<file path="src/rtl/ex_mem_stage.sv">
// rtl/ex_mem_stage.sv - elastic EX/MEM pipeline stage with 2-entry skid buffer (optional STALL_CNT_EN stall counter)
module ex_mem_stage #(
    parameter int          DATA_W   = 32,
    parameter int          PC_W     = 32,
    parameter int          INS_W    = 32,
    parameter logic [31:0] RESET_PC = 32'h0000_3000
) (
    input  logic              clk,
    input  logic              rst,
    input  logic              flush,
    input  logic              valid_i,
    output logic              ready_o,
    input  logic [DATA_W-1:0] ALUOut,
    input  logic [DATA_W-1:0] WriteData,
    input  logic [PC_W-1:0]   PC8,
    input  logic [INS_W-1:0]  Ins,
    output logic              valid_o,
    input  logic              ready_i,
    output logic [DATA_W-1:0] ALUOutM,
    output logic [DATA_W-1:0] WriteDataM,
    output logic [PC_W-1:0]   PC8M,
`ifdef STALL_CNT_EN
    output logic [31:0]       stall_cnt,
`endif
    output logic [INS_W-1:0]  InsM
);

    localparam logic [PC_W-1:0] RST_PC = PC_W'(RESET_PC);

    typedef enum logic [1:0] {EMPTY, ONE, TWO} state_t;

    state_t             state_q, state_d;
    logic               main_valid_q, main_valid_d;
    logic               skid_valid_q, skid_valid_d;
    logic               ready_q, ready_d;
    logic [DATA_W-1:0]  m_alu_q, m_alu_d, s_alu_q, s_alu_d;
    logic [DATA_W-1:0]  m_wd_q, m_wd_d, s_wd_q, s_wd_d;
    logic [PC_W-1:0]    m_pc_q, m_pc_d, s_pc_q, s_pc_d;
    logic [INS_W-1:0]   m_ins_q, m_ins_d, s_ins_q, s_ins_d;
    logic               in_fire, out_fire;

    assign in_fire  = valid_i & ready_q;
    assign out_fire = main_valid_q & ready_i;

    always_comb begin
        state_d = state_q;
        m_alu_d = m_alu_q;
        m_wd_d  = m_wd_q;
        m_pc_d  = m_pc_q;
        m_ins_d = m_ins_q;
        s_alu_d = s_alu_q;
        s_wd_d  = s_wd_q;
        s_pc_d  = s_pc_q;
        s_ins_d = s_ins_q;
        if (flush) begin
            // Squash: data fields hold, control-relevant fields become a NOP at RESET_PC.
            state_d = EMPTY;
            m_ins_d = '0;
            s_ins_d = '0;
            m_pc_d  = RST_PC;
            s_pc_d  = RST_PC;
        end else begin
            case (state_q)
                EMPTY: begin
                    if (in_fire) begin
                        state_d = ONE;
                        m_alu_d = ALUOut;
                        m_wd_d  = WriteData;
                        m_pc_d  = PC8;
                        m_ins_d = Ins;
                    end
                end
                ONE: begin
                    if (in_fire && out_fire) begin
                        m_alu_d = ALUOut;
                        m_wd_d  = WriteData;
                        m_pc_d  = PC8;
                        m_ins_d = Ins;
                    end else if (in_fire) begin
                        state_d = TWO;
                        s_alu_d = ALUOut;
                        s_wd_d  = WriteData;
                        s_pc_d  = PC8;
                        s_ins_d = Ins;
                    end else if (out_fire) begin
                        state_d = EMPTY;
                    end
                end
                TWO: begin
                    if (out_fire) begin
                        state_d = ONE;
                        m_alu_d = s_alu_q;
                        m_wd_d  = s_wd_q;
                        m_pc_d  = s_pc_q;
                        m_ins_d = s_ins_q;
                    end
                end
                default: state_d = EMPTY;
            endcase
        end
        main_valid_d = (state_d != EMPTY);
        skid_valid_d = (state_d == TWO);
        // ready is its own flop so MEM back-pressure never reaches EX combinationally.
        ready_d      = (state_d != TWO);
    end

    always_ff @(posedge clk or posedge rst) begin
        if (rst) begin
            state_q      <= EMPTY;
            main_valid_q <= 1'b0;
            skid_valid_q <= 1'b0;
            ready_q      <= 1'b1;
            m_alu_q      <= '0;
            m_wd_q       <= '0;
            m_pc_q       <= RST_PC;
            m_ins_q      <= '0;
            s_alu_q      <= '0;
            s_wd_q       <= '0;
            s_pc_q       <= RST_PC;
            s_ins_q      <= '0;
        end else begin
            state_q      <= state_d;
            main_valid_q <= main_valid_d;
            skid_valid_q <= skid_valid_d;
            ready_q      <= ready_d;
            m_alu_q      <= m_alu_d;
            m_wd_q       <= m_wd_d;
            m_pc_q       <= m_pc_d;
            m_ins_q      <= m_ins_d;
            s_alu_q      <= s_alu_d;
            s_wd_q       <= s_wd_d;
            s_pc_q       <= s_pc_d;
            s_ins_q      <= s_ins_d;
        end
    end

    assign ready_o    = ready_q;
    assign valid_o    = main_valid_q;
    assign ALUOutM    = m_alu_q;
    assign WriteDataM = m_wd_q;
    assign PC8M       = m_pc_q;
    assign InsM       = m_ins_q;

`ifdef STALL_CNT_EN
    logic [31:0] stall_q, stall_d;

    always_comb begin
        stall_d = stall_q;
        if (main_valid_q && !ready_i && stall_q != 32'hFFFF_FFFF) begin
            stall_d = stall_q + 32'd1;
        end
    end

    always_ff @(posedge clk or posedge rst) begin
        if (rst) begin
            stall_q <= '0;
        end else begin
            stall_q <= stall_d;
        end
    end

    assign stall_cnt = stall_q;
`endif

endmodule

</file>
<file path="config.mk">
export PLATFORM = sky130hd
export DESIGN_NAME = ex_mem_stage
export DESIGN_NICKNAME = d
export VERILOG_FILES = /design/src/rtl/ex_mem_stage.sv
export SDC_FILE = /design/constraint.sdc
export NUM_CORES = 1
export LEC_CHECK = 0
export BUFFER_PORTS_ARGS = -buffer_cell sky130_fd_sc_hd__clkbuf_2
export CORE_UTILIZATION = 50
export DETAILED_ROUTE_END_ITERATION = 16
export PLACE_DENSITY = 0.77
export SLEW_MARGIN = 20
export SYNTH_ARGS = -nofsm -noshare
export SYNTH_HDL_FRONTEND = slang
export SYNTH_SLANG_ARGS = --single-unit
export TNS_END_PERCENT = 100
</file>
<file path="constraint.sdc">
create_clock -name clk -period 12.9 [get_ports clk]
set_clock_uncertainty 0.15 [all_clocks]
set_input_delay 3.225 -clock clk [delete_from_list [all_inputs] [get_ports clk]]
set_output_delay 3.225 -clock clk [all_outputs]
set_load 0.01 [all_outputs]
</file>
==> metrics.md, run 1 <==
| Metric | Value |
|---|---|
| H-tree Lvls | `1` |
| Total wire length | `34,600 um` |
| Max Root-Sink Buffers | `3` |
| Clock tree from TritonCTS | `built` |
| CTS clock-pin slew for the worst setup and hold paths | `0.06 ns` |
| Clock power frac | `33.3%` |
| Cts hold-fix bufs | `0` |
| Syn avg cell area | `11.0 um^2` |
| Die area | `0.0257 mm^2` |
| Yosys reg bits | `260` |
| Flop pwr share | `42.4%` |
| Clk sink count | `260` |
| Clock Tree Root | `clkbuf_16` |
| Reg area | `0.00652 mm^2` |
| Critical Path End Type | `register` |
| Post-CTS Repair Setup Buffers | `0` |
| P_leak | `7.03 nW` |
| Reg2Reg Capture Point | `PC8M[18]$_DFFE_PP0P_` |
| Die Ht | `160 um` |
| Setup-failing EPs final | `0` |
| Asr flop ratio synth | `100%` |
| Core area | `0.0245 mm^2` |
| Max Transition Viols Final | `0` |
| CP startpoint kind | `input pin` |
| Pint | `0.00190 W` |
| CP endpoint | `ALUOutM[29]$_DFFE_PP0P_` |
| Worst reg-to-reg path cell count | `7` |
| Worst vdd ir | `0.114 mV` |
| WP data required | `13.12 ns` |
| Port bufs | `262` |
| Final worst path period share | `44.2%` |
| Largest net degree at the start of global routing | `130` |
| Initial Util | `51.3%` |
| Post-route setup slack | `7.20 ns` |
| Worst hold path class | `reg2reg` |
| Status | `completed` |
| Drt via density | `6.28` |
| Final-layout fill cell count | `2,052` |
| TritonRoute pass-1 iters | `5` |
| Cell row count | `57` |
| Reg2Reg Launch Point | `state_q[0]$_DFF_PP0_` |
| Area of the multi-input gates | `0.00545 mm^2` |
| Initial DRC count | `1,169` |
| Switching power | `0.000825 W` |
| Fin nets | `1,430` |
| Top-Level Pins | `263` |
| First-pass GRT wire length | `54,900 um` |
| Critical path arrival | `5.92 ns` |
| Worst-margin pin slew | `1.05 ns` |
| Synth area leaders | `dfrtp_1, a211oi_1, mux2_2, mux2i_1, a21oi_1` |
| Share of the synthesized area in the top cell type | `50.8%` |
| Final Hold Viols | `0` |
| Synthesized area | `0.0126 mm^2` |
| Unique cell type count in the Yosys netlist | `34` |
| Seq/Total Area, Yosys | `51.9%` |
| Worst-path fanout max | `129` |
| Most used DFF post-synth | `dfrtp_1` |
| Switching Share | `30.3%` |
| Via Count | `10,320` |
| Yosys warnings | `0` |
| Power Dens Cells | `182 mW/mm^2` |
| Resized cells post-CTS | `0` |
| Layout cells sized above 1 | `30.9%` |
| Comb pwr share | `24.3%` |
| DR WL/cell | `21.1 um` |
| Layout overhead on the synthesized area | `18.9%` |
| Initial antenna violation count | `1` |
| Min Tclk post-route | `5.70 ns` |
| Syn Inst Count | `1,136` |
| Total negative slack | `0 ns` |
| Global placer's final weighted congestion | `0.794` |
| Headroom to the max-slew limit | `30.0%` |
| GRT Total Usage | `26.3%` |
| # DRC | `0` |
| Clock Latency Late Sink | `0.54 ns` |
| R2r setup slk | `9.56 ns` |
| Die W | `160 um` |
| Total gr overflow | `0` |
| Most common cell after layout, fill and taps aside | `clkbuf_2` |
| Cell taking the most area after synthesis | `dfrtp_1` |
| TritonCTS Buffers | `28` |
| Vias in the first global route | `9,884` |
| Worst slack at placement | `6.59 ns` |
| Critical path class | `in2reg` |
| FMAX | `176 MHz` |
| RSZ-0062 raised after global routing | `no` |
| Max cap viols | `0` |
| Detail Route Antenna Nets | `0` |
| Syn Nets | `1,269` |
| CP startpoint | `flush` |
| EDFF count, synth | `0` |
| Hpwl dp | `19,500 um` |
| Commonest non-fill, non-tap cells in the layout | `clkbuf_2, dfrtp_1, a211oi_1, a21oi_1, and3b_1` |
==> synth_stat cells (2+ instances only) <==
| master | count |
|---|---|
| dfstp_2 | 5 |
| dfrtp_1 | 255 |
| buf_6 | 7 |
| mux2i_1 | 65 |
| o21ai_0 | 62 |
| nand3_1 | 62 |
| and3_1 | 2 |
| a21oi_1 | 127 |
| a22oi_1 | 64 |
| and3b_1 | 68 |
| nand2_1 | 3 |
| nor2_1 | 2 |
| a2111oi_0 | 62 |
| a211oi_1 | 130 |
| a211o_1 | 4 |
| buf_1 | 8 |
| clkbuf_1 | 106 |
| buf_2 | 26 |
| mux2_2 | 59 |
| mux2_1 | 5 |
==> critical path, cell delays in order <==
cell and delay [ns]:
buf_6 0.74, buf_4 0.76, o21bai_4 0.26, buf_4 0.58, a22oi_1 0.21
==> final cells by class <==
| class | count | area share [%] |
|---|---|---|
| clock inverters | 12 | 1.44 |
| repair buffers | 280 | 9.92 |
| multi-input cells | 726 | 36.5 |
| clock buffers | 40 | 5.68 |
| diodes | 1 | 0.0168 |
| flip-flops and latches | 260 | 43.7 |
| well taps | 324 | 2.72 |
| inverters | 1 | 0.0755 |
==> state kept, by name (all words and copies together), names as in the netlist <==
register / flops
ALUOutM: 32
InsM: 32
PC8M: 32
WriteDataM: 32
s_alu_q: 32
s_ins_q: 32
s_pc_q: 32
s_wd_q: 32
state_q: 2
ready_o: 1
valid_o: 1
==> metal layers <==
layer	vias up	routed length, um	track usage (%)
li1	4699	-	-
met1	5157	14400	36.5
met2	408	16400	40.8
met3	56	2950	6.59
met4	0	884	7.32
met5	-	0	0
==> metrics by stage <==
stage	util [%]	hold slack [ns]	cell area [um^2]	total power (W)	cells
finish	61.0	0.329	14900	0.00272	1644
global route	61.0	0.346	14900	0.00285	1643
CTS	60.9	0.330	14900	0.00273	1642
detailed placement	56.5	0.317	13800	0.00182	1590
global placement	56.5	0.310	13800	0.00179	1590
floorplan	-	0.300	12600	0.00157	1136
==> worst min-delay path by stage <==
stage	from	to	slack [ns]	cells after the start
after floorplan	s_alu_q[16]$_DFFE_PP0P_	s_alu_q[16]$_DFFE_PP0P_	0.30	1
after global placement	s_alu_q[19]$_DFFE_PP0P_	s_alu_q[19]$_DFFE_PP0P_	0.31	1
after detailed placement	s_wd_q[22]$_DFFE_PP0P_	s_wd_q[22]$_DFFE_PP0P_	0.32	1
after CTS	s_wd_q[22]$_DFFE_PP0P_	s_wd_q[22]$_DFFE_PP0P_	0.33	1
after global routing	s_wd_q[22]$_DFFE_PP0P_	s_wd_q[22]$_DFFE_PP0P_	0.35	1
final	s_wd_q[22]$_DFFE_PP0P_	s_wd_q[22]$_DFFE_PP0P_	0.33	1
==> power groups by stage <==
| stage | Clock, W | Combinational (W) | Sequential (W) |
|---|---|---|---|
| after floorplan | 0 | 0.000392 | 0.00117 |
| after global placement | 0 | 0.000640 | 0.00115 |
| after detailed placement | 0 | 0.000660 | 0.00116 |
| after CTS | 0.000921 | 0.000661 | 0.00115 |
| after global routing | 0.000955 | 0.000722 | 0.00117 |
| final | 0.000905 | 0.000661 | 0.00115 |
==> cell families (layout without fill, tap and decap cells) <==
group,after synthesis,count (layout),synth area share [%]
AO/OA/AOI/OAI,454,454,24.1
buffers and inverters,150,333,5.20
flip-flops,260,260,51.9
multiplexers,129,129,10.9
other,0,1,0
AND/OR/NAND/NOR,143,143,7.92
No activity file was read; power rests on OpenSTA's default activity.
==> run 2: changes to the inputs <==
--- a/config.mk
+++ b/config.mk
@@ -5,6 +5,7 @@
 export SDC_FILE = /design/constraint.sdc
 export NUM_CORES = 1
 export LEC_CHECK = 0
+export ABC_AREA = 1
 export BUFFER_PORTS_ARGS = -buffer_cell sky130_fd_sc_hd__clkbuf_2
 export CORE_UTILIZATION = 50
 export DETAILED_ROUTE_END_ITERATION = 16
==> constraint.sdc (replaced) <==
create_clock -name clk -period 5.65 [get_ports clk]
set_clock_uncertainty 0.15 [all_clocks]
set_input_delay 1.4125 -clock clk [delete_from_list [all_inputs] [get_ports clk]]
set_output_delay 1.4125 -clock clk [all_outputs]
set_load 0.01 [all_outputs]
==> run 2 against run 1 <==
Against the previous run:
- worst hold slack worse by 0.0063 ns
- global-route usage increased by 2.4 points
- final cell count is 27% higher
- routed wire length grew 6.2%
- critical path depth grew 4
- clock power rose by 110%
- flip-flop and latch count unchanged
- first-iteration DRC count is 32% higher
==> metrics.md, run 2 <==
| Metric | Value |
|---|---|
| Total wire length | `36,800 um` |
| Layout overhead on the synthesized area | `18.2%` |
| Global placer's final weighted congestion | `0.786` |
| TritonCTS Buffers | `27` |
| Reg2Reg Launch Point | `state_q[1]$_DFF_PP0_` |
| Total gr overflow | `0` |
| Fin nets | `1,885` |
| Resized cells post-CTS | `0` |
| TritonRoute pass-1 iters | `6` |
| Asr flop ratio synth | `100%` |
| Drt via density | `5.79` |
| Core Util, Final | `60.0%` |
| Cts hold-fix bufs | `0` |
| Critical path arrival | `4.04 ns` |
| Cell taking the most area after synthesis | `dfrtp_1` |
| Initial antenna violation count | `1` |
| Max Transition Viols Final | `0` |
| Total negative slack | `0 ns` |
| DR WL/cell | `17.6 um` |
| Synthesized area | `0.0123 mm^2` |
| Commonest non-fill, non-tap cells in the layout | `nand2_1, nand3_1, clkbuf_2, dfrtp_1, a21oi_1` |
| Vias in the first global route | `11,397` |
| Top cells by count, synth | `nand2_1, nand3_1, dfrtp_1, buf_2, a21oi_1` |
| Port bufs | `262` |
| Die Ht | `159 um` |
| Syn Nets | `1,716` |
| # DRC | `0` |
| CTS clock-pin slew for the worst setup and hold paths | `0.06 ns` |
| Final Hold Viols | `0` |
| First-pass GRT wire length | `59,500 um` |
| Die W | `159 um` |
| Die area | `0.0252 mm^2` |
| Non-filler cells, final | `2,094` |
| Unique cell type count in the Yosys netlist | `15` |
| Max Root-Sink Buffers | `3` |
| Min-delay src | `s_alu_q[2]$_DFFE_PP0P_` |
| Most common cell after layout, fill and taps aside | `nand2_1` |
| Syn Inst Count | `1,583` |
| Most used DFF post-synth | `dfrtp_1` |
| Final-layout fill cell count | `2,155` |
| EDFF count, synth | `0` |
| Max cap viols | `0` |
| WP data required | `5.96 ns` |
| Critical path class | `reg2reg` |
| Cell row count | `57` |
| Detail Route Antenna Nets | `0` |
| Dominant cell by count in the synthesized netlist | `nand2_1` |
| Clock Latency Late Sink | `0.53 ns` |
| Initial Util | `50.7%` |
| Worst vdd ir | `0.220 mV` |
| Synth area leaders | `dfrtp_1, nand2_1, nand3_1, nand4_1, buf_2` |
| Status | `completed` |
| FMAX | `268 MHz` |
| Yosys warnings | `0` |
| Largest net degree at the start of global routing | `167` |
| Seq/Total Area, Yosys | `52.9%` |
| Clk sink count | `260` |
| Via Count | `12,117` |
| GRT Total Usage | `28.6%` |
| P_leak | `8.13 nW` |
| R2r setup slk | `1.91 ns` |
| Setup-failing EPs final | `0` |
| Critical Path End Type | `register` |
| RSZ-0062 raised after global routing | `no` |
| Worst-path fanout max | `82` |
| Initial DRC count | `1,542` |
| Worst hold path class | `reg2reg` |
| Top-Level Pins | `263` |
| Share of the synthesized area in the top cell type | `51.9%` |
| Hpwl dp | `20,900 um` |
| Worst-margin pin slew | `1.07 ns` |
| Layout cells sized above 1 | `19.6%` |
| Final worst path period share | `66.1%` |
| Yosys reg bits | `260` |
| CP startpoint | `state_q[1]$_DFF_PP0_` |
| Clock Tree Root | `clkbuf_16` |
| CP startpoint kind | `register` |
| Syn avg cell area | `7.77 um^2` |
| Min Tclk post-route | `3.74 ns` |
| Post-Place Cells | `2,047` |
| Headroom to the max-slew limit | `28.6%` |
| Clock tree from TritonCTS | `built` |
| H-tree Lvls | `1` |
| Core area | `0.0242 mm^2` |
| Post-CTS Repair Setup Buffers | `0` |
| Power Dens Cells | `442 mW/mm^2` |
==> run 2: cell count changes after synthesis, sizes merged, moves of 6 or more <==
cell     delta
a22oi      -64
clkbuf     -72
a211oi    -130
inv         +6
o21ai      -60
and3b      -68
nand2     +650
mux2i      -65
nand4      +64
buf        +66
a21oi      -61
nand3     +323
a2111oi    -62
mux2       -64
==> run 2: cell families after synthesis <==
family                 share of synthesized area, %
buffers and inverters                          5.35
flip-flops                                     52.9
AO/OA/AOI/OAI                                  2.77
AND/OR/NAND/NOR                                39.0
==> run 2: routing by layer <==
layer / vias to the layer above / part of all wire [%] / track usage, %
li1: 5555 / - / -
met1: 5799 / 43 / 41.2
met2: 685 / 46 / 44.1
met3: 78 / 8.6 / 4.81
met4: 0 / 2.7 / 9.44
met5: - / 0 / 0
==> run 2: report_power, final <==
part	leakage (nW)	total (W)	internal, W	switching, W
combinational	4.32	0.00178	0.000588	0.00119
clock	0.452	0.00186	0.00112	0.000741
sequential	3.35	0.00279	0.00243	0.000367
total	8.13	0.00643	0.00413	0.00230
==> run 2: worst paths after layout <==
path,to,depth (start not counted)
worst max-delay path,PC8M[18]$_DFFE_PP0P_,9
worst min-delay path,s_alu_q[2]$_DFFE_PP0P_,2
worst max register to register,PC8M[18]$_DFFE_PP0P_,9
worst min register to register,s_alu_q[2]$_DFFE_PP0P_,2
max in group asynchronous,InsM[30]$_DFFE_PP0P_,4
min in group asynchronous,s_wd_q[23]$_DFFE_PP0P_,3
==> run 2: stage by stage <==
stage	hold WS (ns)	setup slack [ns]	area (um^2)	power, W
after detailed placement	0.309	1.75	13600	0.00458
after global placement	0.304	1.78	13600	0.00452
after floorplan	0.293	0.664	12300	0.00385
after CTS	0.323	1.99	14500	0.00643
final	0.322	1.91	14500	0.00643
after global routing	0.339	1.69	14500	0.00678
==> run 2: layout make-up <==
| type | instances | area [um^2] | area share, % |
|---|---|---|---|
| Sequential cell | 260 | 6520 | 44.8 |
| Timing Repair Buffer | 283 | 1480 | 10.2 |
| Tap cell | 324 | 405 | 2.79 |
| Clock buffer | 35 | 756 | 5.20 |
| Clock inverter | 11 | 158 | 1.08 |
| Antenna cell | 1 | 2.50 | 0.0172 |
| Multi-Input combinational cell | 1173 | 5180 | 35.6 |
| Inverter | 7 | 40.0 | 0.275 |
==> run 2: worst max-delay path: stages (launching register included) <==
cell     delay, ns
dfrtp_4       0.81
buf_4         0.88
inv_2         0.06
nand3_1       0.14
nand2_2       0.08
buf_4         0.39
nand2_2       0.17
buf_4         0.61
nand3_1       0.15
nand2_1       0.12
